### config.mk
export PLATFORM = sky130hd
export DESIGN_NAME = muldiv_issue
export DESIGN_NICKNAME = d
export VERILOG_FILES = /design/src/rtl/muldiv_issue.sv
export SDC_FILE = /design/constraint.sdc
export NUM_CORES = 1
export LEC_CHECK = 0
export CAP_MARGIN = 20
export CORE_ASPECT_RATIO = 1.4
export CORE_MARGIN = 4
export CORE_UTILIZATION = 40
export CTS_CLUSTER_DIAMETER = 120
export CTS_CLUSTER_SIZE = 14
export DETAILED_ROUTE_END_ITERATION = 8
export HOLD_SLACK_MARGIN = 0.05
export PLACE_DENSITY = 0.85
export SETUP_SLACK_MARGIN = 0.1
export SYNTH_ARGS = -nofsm -noshare
export SYNTH_HDL_FRONTEND = slang
export SYNTH_SLANG_ARGS = --single-unit
### constraint.sdc
create_clock -name clk -period 3.05 [get_ports clk]
set_clock_uncertainty 0.05 [all_clocks]
set_input_delay 0.61 -clock clk [delete_from_list [all_inputs] [get_ports clk]]
set_output_delay 0.61 -clock clk [all_outputs]
set_load 0.005 [all_outputs]
### src/rtl/muldiv_issue.sv
// -----------------------------------------------------------------------------
// muldiv_issue
//   Issue/writeback sequencer that sits between decode and the MULDIV2
//   iterative multiply/divide unit. It handles one M-extension operation at a
//   time. It latches the operands, pulses the unit's start, and waits for the
//   unit to go idle. It then captures the result and hands it to writeback
//   unless the op was flushed or targets x0.
//
// Ports
//   clk, rstLow        : rising-edge clock, asynchronous active-low reset
//   req_valid_i/ready_o: decode-side request handshake
//   req_funct3_i, req_rs1_i, req_rs2_i, req_rd_i : request payload
//   flush_i            : kills the in-flight result (the unit still finishes)
//   md_rs1_o, md_rs2_o, md_funct3_o, md_start_o  : drive MULDIV2 inputs
//   md_c_i, md_busy_i  : MULDIV2 result and busy
//   wb_valid_o, wb_rd_o, wb_data_o, wb_ready_i   : writeback handshake
//   busy_o             : an operation is in flight (state != IDLE)
//   lat_o              : edges from accept to capture of the last operation
// -----------------------------------------------------------------------------
module muldiv_issue #(
   parameter int CNT_W = 8
) (
   input  logic             clk,
   input  logic             rstLow,
   input  logic             req_valid_i,
   output logic             req_ready_o,
   input  logic [2:0]       req_funct3_i,
   input  logic [31:0]      req_rs1_i,
   input  logic [31:0]      req_rs2_i,
   input  logic [4:0]       req_rd_i,
   input  logic             flush_i,
   output logic [31:0]      md_rs1_o,
   output logic [31:0]      md_rs2_o,
   output logic [2:0]       md_funct3_o,
   output logic             md_start_o,
   input  logic [31:0]      md_c_i,
   input  logic             md_busy_i,
   output logic             wb_valid_o,
   output logic [4:0]       wb_rd_o,
   output logic [31:0]      wb_data_o,
   input  logic             wb_ready_i,
   output logic             busy_o,
   output logic [CNT_W-1:0] lat_o
);

   typedef enum logic [2:0] {
      S_IDLE  = 3'd0,
      S_START = 3'd1,
      S_GAP   = 3'd2,
      S_WAIT  = 3'd3,
      S_DONE  = 3'd4
   } state_t;

   state_t            r_state;
   state_t            w_next;

   logic [2:0]        r_funct3;
   logic [31:0]       r_rs1;
   logic [31:0]       r_rs2;
   logic [4:0]        r_rd;
   logic              r_kill;
   logic [CNT_W-1:0]  r_cnt;
   logic [CNT_W-1:0]  r_lat;
   logic [31:0]       r_wb_data;

   logic              w_accept;
   logic              w_capture;
   logic              w_live;

   function automatic logic [CNT_W-1:0] sat_inc(input logic [CNT_W-1:0] v);
      if (&v) return v;
      return v + {{(CNT_W-1){1'b0}}, 1'b1};
   endfunction

   assign w_accept  = (r_state == S_IDLE) && req_valid_i;
   assign w_capture = (r_state == S_WAIT) && !md_busy_i;
   // A flush on the capture edge itself still kills the result.
   assign w_live    = !(r_kill || flush_i) && (r_rd != 5'd0);

   // State register
   always_ff @(posedge clk or negedge rstLow) begin
      if (!rstLow) r_state <= S_IDLE;
      else         r_state <= w_next;
   end

   // Next-state logic
   always_comb begin
      w_next = r_state;
      case (r_state)
         S_IDLE:  if (req_valid_i) w_next = S_START;
         S_START: w_next = S_GAP;
         S_GAP:   w_next = S_WAIT;
         S_WAIT:  if (!md_busy_i) w_next = w_live ? S_DONE : S_IDLE;
         S_DONE:  if (wb_ready_i) w_next = S_IDLE;
         default: w_next = S_IDLE;
      endcase
   end

   // Output decode
   always_comb begin
      req_ready_o = (r_state == S_IDLE);
      md_start_o  = (r_state == S_START);
      wb_valid_o  = (r_state == S_DONE);
      busy_o      = (r_state != S_IDLE);
   end

   // Holding registers, kill flag, latency counter and result capture
   always_ff @(posedge clk or negedge rstLow) begin
      if (!rstLow) begin
         r_funct3  <= '0;
         r_rs1     <= '0;
         r_rs2     <= '0;
         r_rd      <= '0;
         r_kill    <= 1'b0;
         r_cnt     <= '0;
         r_lat     <= '0;
         r_wb_data <= '0;
      end else if (w_accept) begin
         r_funct3 <= req_funct3_i;
         r_rs1    <= req_rs1_i;
         r_rs2    <= req_rs2_i;
         r_rd     <= req_rd_i;
         r_kill   <= flush_i;
         r_cnt    <= '0;
      end else if (r_state == S_START || r_state == S_GAP || r_state == S_WAIT) begin
         r_kill <= r_kill | flush_i;
         r_cnt  <= sat_inc(r_cnt);
         if (w_capture) begin
            r_wb_data <= md_c_i;
            // Include the capture edge itself in the reported latency.
            r_lat     <= sat_inc(r_cnt);
         end
      end
   end

   assign md_rs1_o    = r_rs1;
   assign md_rs2_o    = r_rs2;
   assign md_funct3_o = r_funct3;
   assign wb_rd_o     = r_rd;
   assign wb_data_o   = r_wb_data;
   assign lat_o       = r_lat;

endmodule

==> flow_metrics.py, run 1 <==
metrics = {
    "timing": {
        "setup_slack_ns": 0.5197,
        "worst_pin_slew_ns": 0.7950,
        "finalHoldViolations": 0,
        "fmax_ghz": 0.3952,
        "rsz0062_at_grt": "no",
        "period_needed_ns": 2.530,
        "tns_ns": 0,
        "max-slew-margin-rel_pct": 47.00,
        "finalSetupViolCount": 0,
        "fin_crit_sh_pct": 82.96,
        "drv_slew": 0,
    },
    "placed_design": {
        "numPortBuffers": 225,
        "place_ws_ns": 0.6699,
        "place.gp.congestion": 0.8556,
        "dp_hpwl_um": 10380,
    },
    "setup_path": {
        "worstPathCellList": "nor3_1 -> clkdlybuf4s50_1",
        "critPathMaxFanout": 8,
        "crit_family": "buffers and inverters",
        "required_ns": 2.39,
        "r2r_end": "md_rs2_o[7]",
        "critPathMaxStageDelay_ns": 0.58,
        "path_buf_inv": 1,
        "endpoint_kind": "output pin",
        "critical_path_class": "reg2out",
        "arrival_ns": 1.87,
        "slowest_stage": "clkdlybuf4s50_1",
        "start_kind": "flop",
        "ff2ff_path_depth": 5,
        "r2r_setup_slack_ns": 0.97,
        "r2r-start": "r_state[1]",
    },
    "route": {
        "dr.pass1.iters": 4,
        "num_vias": 4225,
        "ant_nets": 0,
        "drc": 0,
        "drt-wirelength-per-cell_um": 16.08,
        "vias_per_cell": 4.851,
        "first_iter_violations": 84,
        "wirelength_um": 14010,
    },
    "cts": {
        "cts-root-buf": "clkbuf_16",
        "cts_post_setup_buffers_inserted": 0,
        "clock_latency_ns": 0.40,
        "postCtsHoldBufs": 0,
        "cts-htree-levels": 4,
        "cts.path.max_buffers": 2,
        "cts_num_sinks": 124,
        "tritoncts": "yes",
        "clk_pin_slew_worst_paths_ns": 0.05,
        "ctsResizeCount": 0,
        "cts_inserted_buffers": 17,
    },
    "yosys": {
        "async_flop_share_pct": 100.0,
        "synth_commonest_cells": "nand2_1 (225), dfrtp_1 (124), mux2_2 (34)",
        "ys.flop_type": "dfrtp_1",
        "synth_edf_count": 0,
        "yosysWarnings": 0,
        "synth_top_area_share_pct": 62.69,
        "synth_area_leaders": "dfrtp_1 (63%), nand2_1 (17%), mux2_2 (7.7%)",
        "netlist_instances": 488,
        "synth_seq_cells": 124,
        "syn_nets": 599,
        "synth_cell_types": 39,
        "syn_area_um2": 4950,
        "seq_area_frac_synth_pct": 62.69,
        "avgSynthCellArea_um2": 10.14,
        "yosys.area.top_type": "dfrtp_1",
        "yosysMostFrequentCell": "nand2_1",
    },
    "die": {
        "row_count": 47,
        "die_height_um": 139.6,
        "die-area_um2": 14240,
        "core_area_um2": 12000,
        "io_pins": 226,
        "die_width_um": 102.0,
        "start_util_pct": 41.26,
    },
    "global_routing": {
        "grt_pass1_vias": 4534,
        "grt_overflow": 0,
        "grt_pass1_wl_um": 21970,
        "grt_use_total_pct": 19.65,
        "grt_max_degree": 67,
        "antenna_found_initial": 0,
    },
    "layout": {
        "multiInputGateArea_um2": 1710,
        "area_growth_pct": 60.49,
        "post-route-util_pct": 66.22,
        "nNetsFinal": 822,
        "n_antenna_cell": 0,
        "seq_area_um2": 3103,
        "drive_above_1_share_pct": 10.36,
        "nFillCells": 933,
    },
    "power_and_ir_drop": {
        "p_leak_nw": 3.642,
        "power.density_nw_per_um2": 1011,
        "ir_drop_v": 0.0005494,
    },
    "worst_hold_path": {
        "min_path_type": "in2async",
    },
    "run_status": {
        "status": "complete, no violations",
    },
    "job": {
        "drv_cap": 0,
    },
}
worst max-delay path by stage:
stage / start / to / slack, ns / cells after the start
after floorplan: md_busy_i / lat_o[4] / 1.39 / 6
after global placement: md_busy_i / lat_o[3] / 0.75 / 4
after detailed placement: md_busy_i / lat_o[7] / 0.67 / 4
after CTS: r_state[1] / req_ready_o / 0.51 / 2
after global routing: r_state[1] / req_ready_o / 0.42 / 2
final: r_state[1] / req_ready_o / 0.52 / 2
per-stage QoR:
step | area [um2] | power, W | cells | hold WS, ns
after floorplan | 4950 | 0.004046 | 488 | 0.2644
after global placement | 7332 | 0.005872 | 839 | 0.4069
after detailed placement | 7332 | 0.006046 | 839 | 0.4108
after CTS | 7944 | 0.008153 | 871 | 0.1545
after global routing | 7944 | 0.008561 | 871 | 0.1806
final | 7944 | 0.008034 | 871 | 0.1482
flip-flops by register name (all words and copies together), names as in the netlist:
signal,count
lat_o,8
md_rs2_o,32
wb_rd_o,5
r_state,3
r_kill,1
r_cnt,8
md_rs1_o,32
md_funct3_o,3
wb_data_o,32
per-layer routing:
metal | routed length, um | GRT usage, % | vias to the layer above | share of wire (%)
li1 | - | - | 2015 | -
met1 | 4929 | 20.86 | 1999 | 35
met2 | 7453 | 34.36 | 178 | 53
met3 | 1230 | 7.862 | 31 | 8.8
met4 | 385 | 7.395 | 2 | 2.7
met5 | 7 | 0 | - | 0.050
kinds of logic (layout without fill, tap and decap cells):
kind of cell	count (synthesis)	in the layout	share of synthesized area, %
xor+xnor	2	2	0.3540
mux	36	36	8.140
fa+ha+maj	1	1	0.2527
flops	124	124	62.69
buf+inv	31	267	3.059
compound gates	31	31	3.918
simple gates	263	263	21.59
cell type report:
| type | instances | share of cell area [%] |
|---|---|---|
| Clock buffer | 21 | 5.922 |
| Inverter | 4 | 0.1890 |
| Clock inverter | 11 | 1.780 |
| Sequential cell | 124 | 39.06 |
| Tap cell | 147 | 2.315 |
| Multi-Input combinational cell | 333 | 21.53 |
| Timing Repair Buffer | 231 | 29.20 |
layout by cell type (no fill, tap or decap), drive strengths merged, types with 7 or more instances in the layout:
cell	Yosys	final
a21oi	8	8
buf	16	7
clkbuf	11	21
clkdlybuf4s50	0	224
dfrtp	124	124
mux2	34	34
nand2	225	225
nor2	10	10
nor3	7	7
o21ai	9	9
worst register-to-register path, cell delays in order (launching register included):
cell	delay, ns
dfrtp_1	0.48
nor3_1	0.41
nand2_1	0.46
buf_4	0.39
nand2_1	0.11
nand2_1	0.07
report_power, final:
group	leakage (nW)	switching, W	internal [W]
registers	1.53	0.000504	0.00242
clock network	0.295	0.000692	0.00134
logic	1.82	0.00119	0.00188
total	3.64	0.00239	0.00565
Power figures use the tool's default switching activity.
==> inputs of run 2 (changes only) <==
--- a/config.mk
+++ b/config.mk
@@ -8,12 +8,12 @@
 export CAP_MARGIN = 20
 export CORE_ASPECT_RATIO = 1.4
 export CORE_MARGIN = 4
-export CORE_UTILIZATION = 40
+export CORE_UTILIZATION = 38
 export CTS_CLUSTER_DIAMETER = 120
 export CTS_CLUSTER_SIZE = 14
 export DETAILED_ROUTE_END_ITERATION = 8
 export HOLD_SLACK_MARGIN = 0.05
-export PLACE_DENSITY = 0.85
+export PLACE_DENSITY = 0.84
 export SETUP_SLACK_MARGIN = 0.1
 export SYNTH_ARGS = -nofsm -noshare
 export SYNTH_HDL_FRONTEND = slang
==> constraint.sdc (replaced) <==
create_clock -name clk -period 2.2 [get_ports clk]
set_clock_uncertainty 0.05 [all_clocks]
set_input_delay 0.44 -clock clk [delete_from_list [all_inputs] [get_ports clk]]
set_output_delay 0.44 -clock clk [all_outputs]
set_load 0.005 [all_outputs]
==> run 2 against run 1 <==
Against the previous run:
- global-route usage decreased by 0.78 points
- sequential share of layout area down 0.71 points
- clock-buffer cell count shrank 1
- via count grew 2.2%
- sequential cell count is the same
- largest power group unchanged
- setup slack got worse by 0.34 ns
- routed wire length about the same
- power rose by 41%
- die area up 4.9%
- final area grew 2.0%
- utilization is 3.0 points lower
==> flow_metrics.py, run 2 (synthesis results as in run 1) <==
metrics = {
    "global_routing": {
        "grt_max_degree": 45,
        "grt_use_total_pct": 18.87,
        "grt.busiest_layer": "met2",
        "grt_util_met1_pct": 20.36,
        "antenna_found_initial": 0,
        "grt_pass1_vias": 4653,
        "grt_overflow": 0,
        "grt_pass1_wl_um": 22810,
        "met3_usage_pct": 6.242,
        "use_met2_pct": 34.17,
    },
    "cts": {
        "cts_inserted_buffers": 17,
        "clk_pin_slew_worst_paths_ns": 0.06,
        "cts-htree-levels": 4,
        "cts.path.max_buffers": 2,
        "cts_num_sinks": 124,
        "clock_latency_ns": 0.40,
        "tritoncts": "yes",
        "cts-root-buf": "clkbuf_16",
    },
    "setup_path": {
        "crit_family": "flip-flops",
        "arrival_ns": 1.53,
        "start_kind": "flop",
        "path_buf_inv": 3,
        "slowest_stage": "dfrtp_2",
        "required_ns": 1.71,
        "critPathMaxStageDelay_ns": 0.46,
        "ff2ff_path_depth": 5,
        "cp.depth": 4,
        "endpoint_kind": "output pin",
        "critical_path_class": "reg2out",
        "worstPathCellList": "nor3_4 -> buf_4 -> inv_1 -> dlygate4sd2_1",
        "critPathMaxFanout": 4,
    },
    "layout": {
        "design_area_um2": 8102,
        "nNetsFinal": 835,
        "nFillCells": 1010,
        "drive_above_1_share_pct": 12.48,
        "mostFrequentLayoutCell": "nand2_1",
        "area_growth_pct": 63.68,
        "n_antenna_cell": 0,
        "layout_common_cells": "nand2_1 (225), clkdlybuf4s50_1 (220), dfrtp_1 (121), mux2_2 (34), clkbuf_16 (17)",
    },
    "placed_design": {
        "numPortBuffers": 225,
        "place_ws_ns": 0.05936,
        "dp_hpwl_um": 10310,
        "place.gp.congestion": 0.8108,
        "placed_cell_area_um2": 7402,
    },
    "power_and_ir_drop": {
        "p_leak_nw": 3.729,
        "power.density_nw_per_um2": 1396,
        "ir_drop_v": 0.0009007,
    },
    "route": {
        "wirelength_um": 14020,
        "num_vias": 4318,
        "ant_nets": 0,
        "vias_per_cell": 4.852,
        "drc": 0,
        "drt-wirelength-per-cell_um": 15.75,
        "dr.pass1.iters": 4,
        "first_iter_violations": 172,
    },
    "timing": {
        "max-slew-margin-rel_pct": 50.02,
        "worst_pin_slew_ns": 0.7481,
        "rsz0062_at_grt": "no",
        "finalSetupViolCount": 0,
        "tns_ns": 0,
        "fin_crit_sh_pct": 91.68,
        "drv_slew": 0,
        "fmax_ghz": 0.4958,
        "setup_slack_ns": 0.1831,
        "period_needed_ns": 2.017,
        "finalHoldViolations": 0,
    },
    "job": {
        "drv_cap": 0,
    },
    "die": {
        "start_util_pct": 38.63,
        "core_area_um2": 12810,
        "io_pins": 226,
        "die_height_um": 143.0,
        "die-area_um2": 14940,
        "die_width_um": 104.5,
        "row_count": 49,
    },
    "worst_hold_path": {
        "holdPathStages": 2,
        "min_path_type": "reg2reg",
    },
    "run_status": {
        "status": "complete, no violations",
    },
}
==> run 2: changes by cell type in the layout (fill, tap and decap cells not counted), sizes merged <==
cell           delta
clkinvlp          +1
clkbuf            -1
clkinv            -1
inv               +1
dlygate4sd2       +3
dlygate4sd3       +1
clkdlybuf4s50     -4
dlymetal6s2s      +1
buf              +12
==> run 2: layout make-up <==
| cell class | instances | area (um2) | area share, % |
|---|---|---|---|
| multi-input cells | 333 | 1724 | 21.28 |
| clock buffers | 20 | 456.7 | 5.637 |
| clock inverters | 12 | 163.9 | 2.023 |
| repair buffers | 244 | 2444 | 30.16 |
| flip-flops and latches | 124 | 3107 | 38.35 |
| well taps | 153 | 191.4 | 2.363 |
| inverters | 4 | 15.01 | 0.1853 |
==> run 2: layer usage <==
| layer | up-vias | share of wire [%] |
|---|---|---|
| li1 | 2046 | - |
| met1 | 2074 | 36 |
| met2 | 168 | 54 |
| met3 | 30 | 6.8 |
| met4 | 0 | 2.5 |
| met5 | - | 0 |
==> run 2: path summary, 6_finish.rpt <==
| check | startpoint | end | slack [ns] |
|---|---|---|---|
| worst max-delay path | r_state[0] | busy_o | 0.18 |
| min in group asynchronous | rstLow | wb_data_o[16] | 0.51 |
| worst min-delay path | md_rs2_o[15] | md_rs2_o[15] | 0.42 |
| worst min register to register | md_rs2_o[15] | md_rs2_o[15] | 0.42 |
| worst max register to register | r_state[1] | r_cnt[5] | 0.23 |
| max in group asynchronous | rstLow | md_rs2_o[2] | 0.95 |
==> run 2: where the power goes <==
group | internal [W] | switching (W)
combinational | 0.00269 | 0.00168
sequential | 0.00337 | 0.000695
clock | 0.00185 | 0.00103
total | 0.00791 | 0.00340
==> run 2: what timing repair did <==
item | 4_1_cts | 5_1_grt
pin swaps | 1 | 1
gates resized for setup | 9 | 1
buffers inserted | 5 | 2
endpoints found under the setup margin | 4 | 1
endpoints found under the hold margin | 38 | 0
hold buffers | 1 | 0
==> run 2: tightest hold or removal path: stages (launching register included) <==
cell	delay, ns
dfrtp_1	0.34
nand2_1	0.05
nand2_1	0.05
==> run 2: stage by stage <==
stage	hold WS, ns	instances	power (W)	utilization, %
final	0.4199	890	0.01131	63.23
after global placement	0.4044	850	0.008194	57.77
after floorplan	0.09441	488	0.005610	-
after detailed placement	0.4119	850	0.008408	57.77
after global routing	0.4465	890	0.01204	63.23
after CTS	0.4252	888	0.01143	63.09
